**src/rtl/serial_sum_sub_pkg.sv**
```systemverilog
// Shared definitions for the bit-serial subtractor: FSM encoding and counter sizing.
package serial_sum_sub_pkg;

   typedef enum logic [1:0] {
      ST_IDLE  = 2'd0,
      ST_SHIFT = 2'd1,
      ST_DONE  = 2'd2
   } state_t;

   // Counter must reach WIDTH without wrapping, so it spans 0..WIDTH+1.
   function automatic int cnt_width(input int w);
      return $clog2(w + 2);
   endfunction

endpackage

```
**src/rtl/serial_sum_sub_if.sv**
```systemverilog
// Valid/ready handshake bundle: sum/operand in, recovered operand and overflow flag out.
interface serial_sum_sub_if #(
   parameter int WIDTH = 4
);
   logic             in_valid;
   logic             in_ready;
   logic [WIDTH:0]   X;
   logic [WIDTH-1:0] B;
   logic             out_valid;
   logic             out_ready;
   logic [WIDTH-1:0] A;
   logic             ovf;

   modport master (
      output in_valid, X, B, out_ready,
      input  in_ready, out_valid, A, ovf
   );

   modport slave (
      input  in_valid, X, B, out_ready,
      output in_ready, out_valid, A, ovf
   );
endinterface

```
**src/rtl/serial_sum_sub_full_sub.sv**
```systemverilog
// One-bit full subtractor: d = x - b - bin, bout set when the difference goes negative.
module full_sub (
   input  logic x,
   input  logic b,
   input  logic bin,
   output logic d,
   output logic bout
);
   assign d    = x ^ b ^ bin;
   assign bout = (~x & b) | (~(x ^ b) & bin);
endmodule

```
**src/rtl/serial_sum_sub.sv**
```systemverilog
// Recovers A = X - B bit-serially (LSB first) with valid/ready on both sides.
module serial_sum_sub
   import serial_sum_sub_pkg::*;
#(
   parameter int WIDTH = 4
) (
   input  logic            clock,
   input  logic            resetn,
   serial_sum_sub_if.slave bus
);
   localparam int CW = cnt_width(WIDTH);

   state_t           state_reg, state_next;
   logic [WIDTH:0]   x_reg, x_next;
   logic [WIDTH:0]   b_reg, b_next;
   logic [WIDTH:0]   res_reg, res_next;
   logic [CW-1:0]    cnt_reg, cnt_next;
   logic             borrow_reg, borrow_next;
   logic [WIDTH-1:0] a_reg, a_next;
   logic             ovf_reg, ovf_next;
   logic             valid_reg, valid_next;

   logic             d;
   logic             bout;
   logic [WIDTH:0]   res_shifted;

   full_sub u_full_sub (
      .x    (x_reg[0]),
      .b    (b_reg[0]),
      .bin  (borrow_reg),
      .d    (d),
      .bout (bout)
   );

   assign res_shifted   = {d, res_reg[WIDTH:1]};
   assign bus.in_ready  = (state_reg == ST_IDLE);
   assign bus.out_valid = valid_reg;
   assign bus.A         = a_reg;
   assign bus.ovf       = ovf_reg;

   always_ff @(posedge clock or negedge resetn) begin
      if (!resetn) begin
         state_reg  <= ST_IDLE;
         x_reg      <= '0;
         b_reg      <= '0;
         res_reg    <= '0;
         cnt_reg    <= '0;
         borrow_reg <= 1'b0;
         a_reg      <= '0;
         ovf_reg    <= 1'b0;
         valid_reg  <= 1'b0;
      end else begin
         state_reg  <= state_next;
         x_reg      <= x_next;
         b_reg      <= b_next;
         res_reg    <= res_next;
         cnt_reg    <= cnt_next;
         borrow_reg <= borrow_next;
         a_reg      <= a_next;
         ovf_reg    <= ovf_next;
         valid_reg  <= valid_next;
      end
   end

   always_comb begin
      state_next  = state_reg;
      x_next      = x_reg;
      b_next      = b_reg;
      res_next    = res_reg;
      cnt_next    = cnt_reg;
      borrow_next = borrow_reg;
      a_next      = a_reg;
      ovf_next    = ovf_reg;
      valid_next  = valid_reg;

      case (state_reg)
         ST_IDLE: begin
            if (bus.in_valid) begin
               x_next      = bus.X;
               b_next      = {1'b0, bus.B};
               res_next    = '0;
               cnt_next    = '0;
               borrow_next = 1'b0;
               state_next  = ST_SHIFT;
            end
         end
         ST_SHIFT: begin
            res_next    = res_shifted;
            x_next      = x_reg >> 1;
            b_next      = b_reg >> 1;
            borrow_next = bout;
            cnt_next    = cnt_reg + CW'(1);
            // Last bit: the final borrow and result MSB together decide ovf.
            if (cnt_reg == CW'(WIDTH)) begin
               a_next     = res_shifted[WIDTH-1:0];
               ovf_next   = bout | res_shifted[WIDTH];
               valid_next = 1'b1;
               state_next = ST_DONE;
            end
         end
         ST_DONE: begin
            if (bus.out_ready) begin
               valid_next = 1'b0;
               state_next = ST_IDLE;
            end
         end
         default: begin
            state_next = ST_IDLE;
         end
      endcase
   end
endmodule

```
**src/flat_wrapper.sv**
```systemverilog
// flat-port wrapper written by rule: the top's interface ports become plain ports
module serial_sum_sub_flat import serial_sum_sub_pkg::*;
#(
   parameter int WIDTH = 4
)
  (clock, resetn, bus_in_valid, bus_X, bus_B, bus_out_ready, bus_in_ready, bus_out_valid, bus_A, bus_ovf);
  serial_sum_sub_if #(.WIDTH(WIDTH)) bus_i ();
  input  logic clock;
  input  logic resetn;
  input wire logic [$bits(bus_i.in_valid)-1:0] bus_in_valid;
  input wire logic [$bits(bus_i.X)-1:0] bus_X;
  input wire logic [$bits(bus_i.B)-1:0] bus_B;
  input wire logic [$bits(bus_i.out_ready)-1:0] bus_out_ready;
  output wire logic [$bits(bus_i.in_ready)-1:0] bus_in_ready;
  output wire logic [$bits(bus_i.out_valid)-1:0] bus_out_valid;
  output wire logic [$bits(bus_i.A)-1:0] bus_A;
  output wire logic [$bits(bus_i.ovf)-1:0] bus_ovf;
  assign bus_i.in_valid = bus_in_valid;
  assign bus_i.X = bus_X;
  assign bus_i.B = bus_B;
  assign bus_i.out_ready = bus_out_ready;
  assign bus_in_ready = bus_i.in_ready;
  assign bus_out_valid = bus_i.out_valid;
  assign bus_A = bus_i.A;
  assign bus_ovf = bus_i.ovf;
  serial_sum_sub #(.WIDTH(WIDTH)) u_core (.clock(clock), .resetn(resetn), .bus(bus_i));
endmodule
```
**config.mk**
```make
export PLATFORM = sky130hd
export DESIGN_NAME = serial_sum_sub_flat
export DESIGN_NICKNAME = d
export VERILOG_FILES = /design/src/rtl/serial_sum_sub_pkg.sv /design/src/rtl/serial_sum_sub_if.sv /design/src/rtl/serial_sum_sub_full_sub.sv /design/src/rtl/serial_sum_sub.sv /design/src/flat_wrapper.sv
export SDC_FILE = /design/constraint.sdc
export NUM_CORES = 1
export LEC_CHECK = 0
export BUFFER_PORTS_ARGS = -buffer_cell sky130_fd_sc_hd__buf_2
export CORE_MARGIN = 2
export CORE_UTILIZATION = 58
export CTS_BUF_LIST = sky130_fd_sc_hd__clkbuf_16
export DETAILED_ROUTE_END_ITERATION = 12
export PLACE_DENSITY = 0.82
export SLEW_MARGIN = 10
export SYNTH_ARGS = -nofsm -noshare
export SYNTH_HDL_FRONTEND = slang
export SYNTH_SLANG_ARGS = --single-unit
```
**constraint.sdc**
```tcl
create_clock -name clock -period 1.95 [get_ports clock]
set_input_delay 0.39 -clock clock [delete_from_list [all_inputs] [get_ports clock]]
set_output_delay 0.39 -clock clock [all_outputs]
set_load 0.05 [all_outputs]
```
==> Yosys cells after proc, flatten, opt, wreduce, memory -nomap -nowiden <==
Cells that the tools add are included.
{ "classes": {"n_bitwise": 8, "mux": 17, "n_reduce_logical": 7, "addsub": 1, "eq_ne": 6} }
{ "op_table": {"columns": ["cell", "count"], "rows": [
  ["5-bit case mux with 2 select lines", 3],
  ["5-bit two-way mux", 3],
  ["2-bit two-way mux", 3],
  ["2-bit case mux with 3 select lines", 1],
  ["3-bit case mux with 2 select lines", 1],
  ["3-bit AND reduction", 2],
  ["2-bit inequality test (second input constant)", 2],
  ["1-bit case mux with 2 select lines", 2],
  ["2-bit AND reduction", 2],
  ["2-bit nonzero test", 2],
  ["3-bit by 1-bit adder with 3-bit output (second input constant)", 1],
  ["3-bit equality test (second input constant)", 1],
  ["1-bit two-way mux", 3],
  ["3-bit two-way mux", 1],
  ["1-bit AND", 2],
  ["2-bit by 1-bit equality test with 1-bit output (second input constant)", 1],
  ["2-bit equality test (second input constant)", 1],
  ["2-bit zero test", 1],
  ["2-bit by 1-bit inequality test with 1-bit output (second input constant)", 1],
  ["1-bit inverter", 2],
  ["1-bit OR", 2],
  ["1-bit bitwise XOR", 2]
]} }
{ "totals": {"output_inout_bits": 7, "input_bits": 13, "reg_bits": 27, "wordCells": 48} }

==> Depth between registers and ports, before layout <==
Gate-level depths: netlist of run 1.
{ "logic_depth": {"depth_word": 5, "depth_mapped": 4, "mapped_depth_nobuf": 4} }

==> By module <==
Synthesis of run 1 repeated with hierarchy kept, for this count alone.
{ "unflattened": {"cells_unflattened": 100, "hier_area_um2": 1148.6} }
{ "by_module_without_submodules": {"columns": ["module", "area_per_inst_um2", "instances", "seq_area_each_um2", "cells_each"], "rows": [
  ["serial_sum_sub", 1117.3, 1, 625.6, 96],
  ["full_sub", 31.3, 1, 0.0, 4]
]} }

==> Worst setup path after synthesis of run 1 <==
OpenSTA, ideal clock, no wires.
{ "synth_timing": {"path_type": "register to output", "from": "reg u_core.state_reg[0]", "to": "out bus_in_ready", "n_path_buf": 1, "path_stages_with_launch": 3, "required_time_ns": 1.560, "setup_slack_ns": 0.464, "t_arrival_ns": 1.096, "cell_sequence": "dfrtp_1 -> buf_4 -> nor2_2"} }
{ "synth_between": {"elab_chain_cells": 1} }
{ "synth_lines": {"columns": ["item", "line_no", "text"], "rows": [
  ["from (decl)", "serial_sum_sub.sv:13", "state_t state_reg, state_next;"],
  ["from (signal assigned)", "serial_sum_sub.sv:53", "state_reg <= state_next;"],
  ["2-bit zero test", "serial_sum_sub.sv:36", "assign bus.in_ready = (state_reg == ST_IDLE);"],
  ["to (decl)", "flat_wrapper.sv:14", "output wire logic [$bits(bus_i.in_ready)-1:0] bus_in_ready;"]
]} }
Every way passes these cells.

==> Final worst setup path of run 1 <==
Same ends and word-level chain as after synthesis.

==> results of run 1 <==
==> synth_stat cells (all sizes together), types with 5 or more instances <==
library cell / count
nor2b: 6
inv: 10
a222oi: 5
mux2: 5
dfrtp: 25
a22o: 5
buf: 5
==> worst register-to-register path, cell delays in order (launching register included) <==
cell and delay [ps]:
dfrtp_1 540, o21bai_2 560, a222oi_1 220
==> stage by stage <==
step                area (um2)  power [mW]  setup WS [ps]
global placement          1257       1.905          504.2
finish                    1336       2.399          170.6
floorplan                 1157       1.742          464.3
CTS                       1336       2.402          182.7
detailed placement        1257       1.951          465.0
global route              1336       2.552          99.73
==> power by group through the flow <==
stage	sequential [mW]	clock [mW]	combinational, mW
final	0.925	0.451	1.02
after global placement	0.917	0	0.989
after detailed placement	0.932	0	1.02
after floorplan	1.06	0	0.681
after global routing	0.958	0.473	1.12
after CTS	0.923	0.453	1.03
==> area by class of cell <==
cell class | count | area (um2) | share of cell area, %
Sequential cell | 25 | 625.6 | 46.82
Multi-Input combinational cell | 51 | 457.9 | 34.27
Timing Repair Buffer | 20 | 102.6 | 7.678
Clock buffer | 3 | 75.07 | 5.618
Inverter | 10 | 37.54 | 2.809
Tap cell | 27 | 33.78 | 2.528
Clock inverter | 1 | 3.754 | 0.2809
==> cell families (layout without fill, tap and decap cells) <==
group / count (synthesis) / after routing / share of synthesized area (%)
and+or+nand+nor: 21 / 21 / 13.62
adders and majority gates: 3 / 3 / 3.892
DFF: 25 / 25 / 54.05
AOI/OAI and AO/OA: 21 / 21 / 16.32
buffers and inverters: 15 / 34 / 6.378
muxes: 6 / 6 / 5.729
==> routing by layer <==
metal | GRT usage, % | share of wire [%]
met1 | 27.58 | 48
met2 | 30.37 | 46
met5 | 0 | 0
met4 | 10.00 | 1.4
met3 | 1.852 | 4.8
==> path summary, 6_finish.rpt <==
path / to / slack, ps / depth (start not counted)
max: bus_in_ready / 170 / 2
min: u_core.res_reg[4] / 110 / 1
max reg2reg: u_core.x_reg[0] / 490 / 2
min reg2reg: u_core.bus.A[2] / 500 / 1
max in group asynchronous: u_core.bus.out_valid / 1480 / 1
min in group clock: u_core.state_reg[1] / 330 / 2
==> results.sh, run 1 <==
export IMPL_yosysUniqueCellTypes=31
export IMPL_syn_avg_cell_area_um2=12.72
export IMPL_ys_warn_count=0
export IMPL_final_nets=127
export IMPL_ys_flop_type="dfrtp_1"
export IMPL_grt_max_degree=26
export IMPL_dp_hpwl_um=1400
export IMPL_cp_max_fo=16
export IMPL_ant_nets=0
export IMPL_post_cts_resized=0
export IMPL_seqPwrFrac_pct=38.5
export IMPL_hold_class="input pin to asynchronous set/reset pin"
export IMPL_fp_dieH_um=48.67
export IMPL_setup_viol=0
export IMPL_drt_iter0_markers=33
export IMPL_setup_tns_ps=0
export IMPL_cpLargestDelayFamily="flip-flops"
export IMPL_firstDrtPassIters=4
export IMPL_crit_type="flop to output port"
export IMPL_io_buffers=19
export IMPL_skew_ps=2.239
export IMPL_cts_sinks=25
export IMPL_worst_path_buf_inv=1
export IMPL_power_density_nw_per_um2=1795
export IMPL_start_kind="flop"
export IMPL_fin_hold_ws_ps=110.4
export IMPL_async_flop_share_pct=100.0
export IMPL_drt_total_wl_um=2032
export IMPL_p_sw_mw=0.9370
export IMPL_p_int_mw=1.462
export IMPL_rsz0062_at_grt="no"
export IMPL_yosysTopAreaCell="dfrtp_1"
export IMPL_cp_startpoint="u_core.state_reg[0]"
export IMPL_cp_required_ps=1560
export IMPL_die_area_um2=2369
export IMPL_track_usage_pct=19.54
export IMPL_cts_buffers=3
export IMPL_critPathArrivalTime_ps=1390
export IMPL_area_growth_pct=15.46
export IMPL_core_um2=1922
export IMPL_fmax_mhz=562.0
export IMPL_largest_reg_flops=5
export IMPL_viasPerCell=5.693
export IMPL_grt_ovfl_total=0
export IMPL_syn_area_um2=1157
export IMPL_clk_latency_ps=260
export IMPL_row_count=16
export IMPL_num_vias=780
export IMPL_fillers=143
export IMPL_synth_area_leaders="dfrtp_1, mux2_2, a222oi_1, a22o_1, inv_1"
export IMPL_gp_congestion=0.7477
export IMPL_status="completed"
export IMPL_clkTransAtPathRegs_ps=60
export IMPL_layout_common_cells="dfrtp_1, buf_2, inv_1"
export IMPL_cp_slowest_cell="dfrtp_1"
export IMPL_slew_viol_final=0
export IMPL_antenna_found_initial=0
export IMPL_worstMarginPinSlew_ps=572.6
export IMPL_finalHoldViolations=0
export IMPL_p_leak_nw=0.6722
export IMPL_drive_gt1_share_pct=31.82
export IMPL_final_common_cell="dfrtp_1"
export IMPL_period_share_pct=91.25
export IMPL_cts_hold_buf=0
export IMPL_dp_cells=133
export IMPL_irDropWorstVdd_v=0.0009785
export IMPL_syn_inst=91
export IMPL_wl_per_cell_um=14.83
export IMPL_post_cts_setup_buffers=0
export IMPL_relSlewSlack_pct=61.80
export IMPL_syn_nets=107
export IMPL_power_frac_comb_pct=42.6
export IMPL_slowest_delay_ps=540
export IMPL_crit_reg2reg_launch="u_core.state_reg[0]"
export IMPL_grt_pass1_vias=759
export IMPL_period_needed_ps=1779
export IMPL_critPathCaptureType="output port"
export IMPL_crit_chain="nor2_2, buf_2"
export IMPL_cts_tree="built"
export IMPL_drc=0
export IMPL_pin_count=20
export IMPL_cap_violations=0
export IMPL_htree_num_levels=1
export IMPL_diodes=0
export IMPL_synth_edf_count=0
export IMPL_start_util_pct=60.22
export IMPL_fin_util_pct=69.53
export IMPL_root_buffer="clkbuf_16"
export IMPL_die_w_um=48.67
export IMPL_swShare_pct=39.05
export IMPL_yosysSeqAreaShare_pct=54.05
export IMPL_stdcell_count=137
export IMPL_clockPowerShare_pct=18.8
export IMPL_clock_path_buffers=2
export IMPL_synth_seq_cells=25
export IMPL_grt_pass1_wl_um=3484
export IMPL_synth_top_area_share_pct=54.05
(Power assumes the default switching activity.)
==> inputs of run 2 (changes only) <==
==> constraint.sdc (replaced) <==
create_clock -name clock -period 1.95 [get_ports clock]
set_input_delay 0.195 -clock clock [delete_from_list [all_inputs] [get_ports clock]]
set_output_delay 0.195 -clock clock [all_outputs]
set_load 0.05 [all_outputs]
==> run 2 against run 1 <==
  * Design area up 0.75%
  * Maximum frequency grew 11%
  * Largest cell class unchanged
  * Combinational power about the same
==> results.sh, run 2 (same netlist as run 1, synthesis figures left out) <==
export IMPL_min_to="u_core.state_reg[1]"
export IMPL_period_needed_ps=1600
export IMPL_slew_viol_final=0
export IMPL_skew_ps=5.429
export IMPL_io_buffers=19
export IMPL_htree_num_levels=1
export IMPL_hold_start="bus_out_ready"
export IMPL_antenna_found_initial=0
export IMPL_clock_path_buffers=2
export IMPL_cts_buffers=3
export IMPL_dp_hpwl_um=1468
export IMPL_clk_latency_ps=250
export IMPL_grt_max_degree=26
export IMPL_finalHoldViolations=0
export IMPL_grt_pass1_wl_um=3532
export IMPL_setup_tns_ps=0
export IMPL_worstReg2RegEnd="u_core.x_reg[2]"
export IMPL_num_vias=789
export IMPL_post_cts_setup_buffers=0
export IMPL_relSlewSlack_pct=63.09
export IMPL_power_density_nw_per_um2=1785
export IMPL_final_nets=128
export IMPL_pre_cts_slack_ps=482.6
export IMPL_hold_class="input pin to flop"
export IMPL_worst_r2r_setup_slack_ps=440
export IMPL_crit_type="flop to output port"
export IMPL_die_w_um=48.67
export IMPL_drive_gt1_share_pct=31.53
export IMPL_viasPerCell=5.717
export IMPL_cp_max_fo=16
export IMPL_critPathCaptureType="output port"
export IMPL_fmax_mhz=625.0
export IMPL_met1_usage_pct=26.11
export IMPL_fillers=147
export IMPL_status="completed"
export IMPL_cap_violations=0
export IMPL_cp_required_ps=1750
export IMPL_cts_tree="built"
export IMPL_fp_dieH_um=48.67
export IMPL_core_um2=1922
export IMPL_ant_nets=0
export IMPL_stdcell_count=138
export IMPL_rsz0062_at_grt="no"
export IMPL_track_usage_pct=19.74
export IMPL_period_share_pct=82.06
export IMPL_die_area_um2=2369
export IMPL_firstDrtPassIters=5
export IMPL_met2_usage_pct=33.79
export IMPL_pin_count=20
export IMPL_diodes=0
export IMPL_fin_ws_ps=349.9
export IMPL_use_met3_pct=2.160
export IMPL_crit_reg2reg_launch="u_core.state_reg[0]"
export IMPL_clkTransAtPathRegs_ps=60
export IMPL_dp_cells=133
export IMPL_p_leak_nw=0.6764
export IMPL_drc=0
export IMPL_drt_iter0_markers=22
export IMPL_area_growth_pct=16.32
export IMPL_start_kind="flop"
export IMPL_start_util_pct=60.22
export IMPL_grt_pass1_vias=777
export IMPL_irDropWorstVdd_v=0.001114
export IMPL_power_total_mw=2.403
export IMPL_wl_per_cell_um=15.06
export IMPL_layout_common_cells="dfrtp_1, buf_2, inv_1"
export IMPL_drt_total_wl_um=2078
export IMPL_grt_ovfl_total=0
export IMPL_row_count=16
export IMPL_largest_reg_flops=5
export IMPL_root_buffer="clkbuf_16"
export IMPL_hold_path_depth=2
export IMPL_final_common_cell="dfrtp_1"
export IMPL_top_usage_layer="met2"
export IMPL_critPathArrivalTime_ps=1410
export IMPL_reg2regPathDepth=2
export IMPL_gp_congestion=0.7662
export IMPL_setup_viol=0
export IMPL_worstMarginPinSlew_ps=553.2
export IMPL_cts_sinks=25
[run 2: timing repair]
item,CTS,global route
hold buffers,1,0
hold endpoints to repair,25,0
endpoints found under the setup margin,0,0
gates resized for setup,0,0
[run 2: worst max-delay path, cell delays in order (launching register included)]
cell and delay, ps:
dfrtp_1 540, nor2_2 290, buf_2 320
[run 2: through the flow]
stage	util, %	area [um2]	hold WS (ps)
2_1_floorplan	-	1157	-100.6
3_3_place_gp	65.43	1257	208.3
6_report	70.05	1346	130.6
3_5_place_dp	65.43	1257	217.0
5_1_grt	70.05	1346	142.8
4_1_cts	70.05	1346	128.8
[run 2: power by group]
group          internal [mW]  switching [mW]  leakage, nW  total, mW
logic                  0.432           0.590        0.327       1.02
registers              0.754           0.183        0.307      0.937
clock network          0.274           0.170       0.0423      0.444
total                   1.46           0.943        0.676       2.40
[run 2: cell type report]
cell class / instances / area (um2) / area share (%)
Clock buffer: 3 / 75.07 / 5.576
Clock inverter: 1 / 3.754 / 0.2788
Inverter: 10 / 37.54 / 2.788
Multi-Input combinational cell: 51 / 457.9 / 34.01
Sequential cell: 25 / 625.6 / 46.47
Tap cell: 27 / 33.78 / 2.509
Timing Repair Buffer: 21 / 112.6 / 8.364
[run 2: worst max path at each step]
stage                        startpoint               to  slack [ps]
global placement    u_core.state_reg[0]  u_core.x_reg[0]         530
global route        u_core.state_reg[0]     bus_in_ready         250
finish              u_core.state_reg[0]     bus_in_ready         350
detailed placement  u_core.state_reg[0]  u_core.x_reg[2]         480
CTS                 u_core.state_reg[0]     bus_in_ready         360
floorplan           u_core.state_reg[0]  u_core.b_reg[2]         510
[run 2: per-layer routing]
metal	up-vias	wire (um)
li1	374	-
met1	387	895
met2	26	1052
met3	2	116
met4	0	13
met5	-	0
==> inputs of run 3 (changes only) <==
--- a/config.mk
+++ b/config.mk
@@ -7,10 +7,10 @@
 export LEC_CHECK = 0
 export BUFFER_PORTS_ARGS = -buffer_cell sky130_fd_sc_hd__buf_2
 export CORE_MARGIN = 2
-export CORE_UTILIZATION = 58
+export CORE_UTILIZATION = 54
 export CTS_BUF_LIST = sky130_fd_sc_hd__clkbuf_16
 export DETAILED_ROUTE_END_ITERATION = 12
-export PLACE_DENSITY = 0.82
+export PLACE_DENSITY = 0.77
 export SLEW_MARGIN = 10
 export SYNTH_ARGS = -nofsm -noshare
 export SYNTH_HDL_FRONTEND = slang
==> constraint.sdc (replaced) <==
create_clock -name clock -period 1.6 [get_ports clock]
set_input_delay 0.16 -clock clock [delete_from_list [all_inputs] [get_ports clock]]
set_output_delay 0.16 -clock clock [all_outputs]
set_load 0.05 [all_outputs]
==> run 3 against run 2 <==
  * Die area grew 6.8%
  * Sequential cell count is the same
  * Critical path depth is the same
  * Wire length shrank 0.87%
  * Power grew 24%
  * Sequential share of layout area shrank 0.55 points
  * Count of clock-buffer cells in the layout is the same
  * Sequential power grew 22%
  * Highest routed layer unchanged
  * Largest cell class unchanged
  * Core utilization shrank 1.3 points
  * Setup slack lost 230 ps
  * Hold slack lost 28 ps
==> results.sh, run 3 (same netlist as run 1, synthesis figures left out) <==
export IMPL_slowest_delay_ps=550
export IMPL_p_leak_nw=0.6766
export IMPL_core_um2=1982
export IMPL_row_count=16
export IMPL_final_common_cell="dfrtp_1"
export IMPL_power_density_nw_per_um2=2183
export IMPL_firstDrtPassIters=4
export IMPL_critPathArrivalTime_ps=1320
export IMPL_largest_reg_flops=5
export IMPL_p_sw_mw=1.166
export IMPL_worst_path_buf_inv=1
export IMPL_viasPerCell=5.547
export IMPL_dp_hpwl_um=1436
export IMPL_grt_max_degree=26
export IMPL_worst_r2r_setup_slack_ps=120
export IMPL_htree_num_levels=1
export IMPL_min_to="u_core.state_reg[1]"
export IMPL_fillers=149
export IMPL_antenna_found_initial=0
export IMPL_root_buffer="clkbuf_16"
export IMPL_fp_dieH_um=50.30
export IMPL_skew_ps=4.546
export IMPL_diodes=0
export IMPL_cts_tree="built"
export IMPL_finalHoldViolations=0
export IMPL_final_nets=129
export IMPL_power_frac_comb_pct=43.1
export IMPL_grt_pass1_vias=789
export IMPL_critPathCaptureType="output port"
export IMPL_post_cts_setup_buffers=0
export IMPL_period_share_pct=92.55
export IMPL_fin_ws_ps=119.2
export IMPL_start_util_pct=58.40
export IMPL_hold_class="input pin to flop"
export IMPL_rsz0062_at_grt="no"
export IMPL_fmax_mhz=675.3
export IMPL_setup_tns_ps=0
export IMPL_relSlewSlack_pct=63.32
export IMPL_grt_ovfl_total=0
export IMPL_multi_input_comb_area_um2=462.9
export IMPL_reg2regPathDepth=2
export IMPL_fin_util_pct=68.75
export IMPL_cap_violations=0
export IMPL_area_growth_pct=17.73
export IMPL_regArea_um2=625.6
export IMPL_hold_path_depth=2
export IMPL_wl_per_cell_um=14.82
export IMPL_cp_max_fo=16
export IMPL_cp_slowest_cell="dfrtp_1"
export IMPL_io_buffers=19
export IMPL_cp_num_cells=2
export IMPL_slew_viol_final=0
export IMPL_crit_type="flop to output port"
export IMPL_cts_sinks=25
export IMPL_die_area_um2=2530
export IMPL_p_int_mw=1.809
export IMPL_clock_path_buffers=2
export IMPL_ant_nets=0
export IMPL_swShare_pct=39.19
export IMPL_irDropWorstVdd_v=0.001114
export IMPL_track_usage_pct=19.09
export IMPL_clkTransAtPathRegs_ps=60
export IMPL_gp_congestion=0.7054
export IMPL_worstReg2RegEnd="u_core.x_reg[2]"
export IMPL_seqPwrFrac_pct=38.3
export IMPL_clk_latency_ps=260
export IMPL_pin_count=20
export IMPL_drive_gt1_share_pct=33.04
export IMPL_hold_start="bus_out_ready"
export IMPL_die_w_um=50.30
export IMPL_drt_total_wl_um=2060
export IMPL_clockPowerShare_pct=18.6
export IMPL_cts_buffers=3
export IMPL_layout_common_cells="dfrtp_1, buf_2, inv_1"
export IMPL_worstMarginPinSlew_ps=549.9
export IMPL_pre_cts_slack_ps=190.0
export IMPL_power_total_mw=2.974
export IMPL_place_area_um2=1265
export IMPL_crit_reg2reg_launch="u_core.state_reg[0]"
export IMPL_cp_required_ps=1440
export IMPL_setup_viol=0
export IMPL_crit_chain="nor2_4, buf_2"
export IMPL_num_vias=771
export IMPL_drc=0
export IMPL_status="completed"
export IMPL_cpLargestDelayFamily="flip-flops"
export IMPL_period_needed_ps=1481
export IMPL_design_area_um2=1363
export IMPL_start_kind="flop"
export IMPL_grt_pass1_wl_um=3567
export IMPL_drt_iter0_markers=19
[run 3: cell count changes in the layout (fill, tap and decap cells not counted), sizes merged]
| cell | previous run | this run |
|---|---|---|
| inv | 11 | 10 |
| buf | 20 | 21 |
| clkinvlp | 0 | 1 |
[run 3: power by group through the flow]
stage	sequential [mW]	combinational, mW	clock (mW)
global route	1.18	1.41	0.589
detailed placement	1.14	1.26	0
floorplan	1.29	0.830	0
CTS	1.14	1.28	0.567
finish	1.14	1.28	0.554
global placement	1.12	1.23	0
[run 3: stage by stage]
stage	hold slack, ps	cells
after floorplan	-135.6	91
after global placement	166.9	134
after detailed placement	171.0	134
after CTS	101.9	139
after global routing	118.7	139
final	102.2	139
[run 3: area by class of cell]
type,count,area share [%]
clock buffer,3,5.510
clock inverter,1,0.5510
inverter,10,2.755
multi-input combinational,51,33.98
sequential,25,45.91
tap,27,2.479
timing repair buffer,22,8.815
[run 3: how the worst max path moves through the flow]
stage / startpoint / to / slack [ps]
2_1_floorplan: u_core.state_reg[0] / u_core.b_reg[2] / 160
3_3_place_gp: u_core.cnt_reg[0] / u_core.bus.ovf / 230
3_5_place_dp: u_core.state_reg[0] / u_core.bus.A[0] / 190
4_1_cts: u_core.state_reg[0] / bus_in_ready / 60
5_1_grt: u_core.state_reg[0] / u_core.bus.A[3] / 30
6_report: u_core.state_reg[0] / bus_in_ready / 120
[run 3: worst reg2reg max path: stages (launching register included)]
cell and delay, ps:
dfrtp_1 640, o21bai_2 300, a222oi_1 420
[run 3: timing repair]
item                                   CTS  global route
setup endpoints to repair                0             1
resized for setup                        0             1
hold buffers                             1             0
endpoints found under the hold margin   25             0
[run 3: routing by layer]
| metal | vias to the layer above | wire length, um | global-route usage (%) | share of wire, % |
|---|---|---|---|---|
| li1 | 376 | - | - | - |
| met1 | 372 | 958 | 25.40 | 47 |
| met2 | 21 | 1001 | 30.48 | 49 |
| met3 | 2 | 85 | 2.976 | 4.1 |
| met4 | 0 | 15 | 9.459 | 0.73 |
| met5 | - | 0 | 0 | 0 |
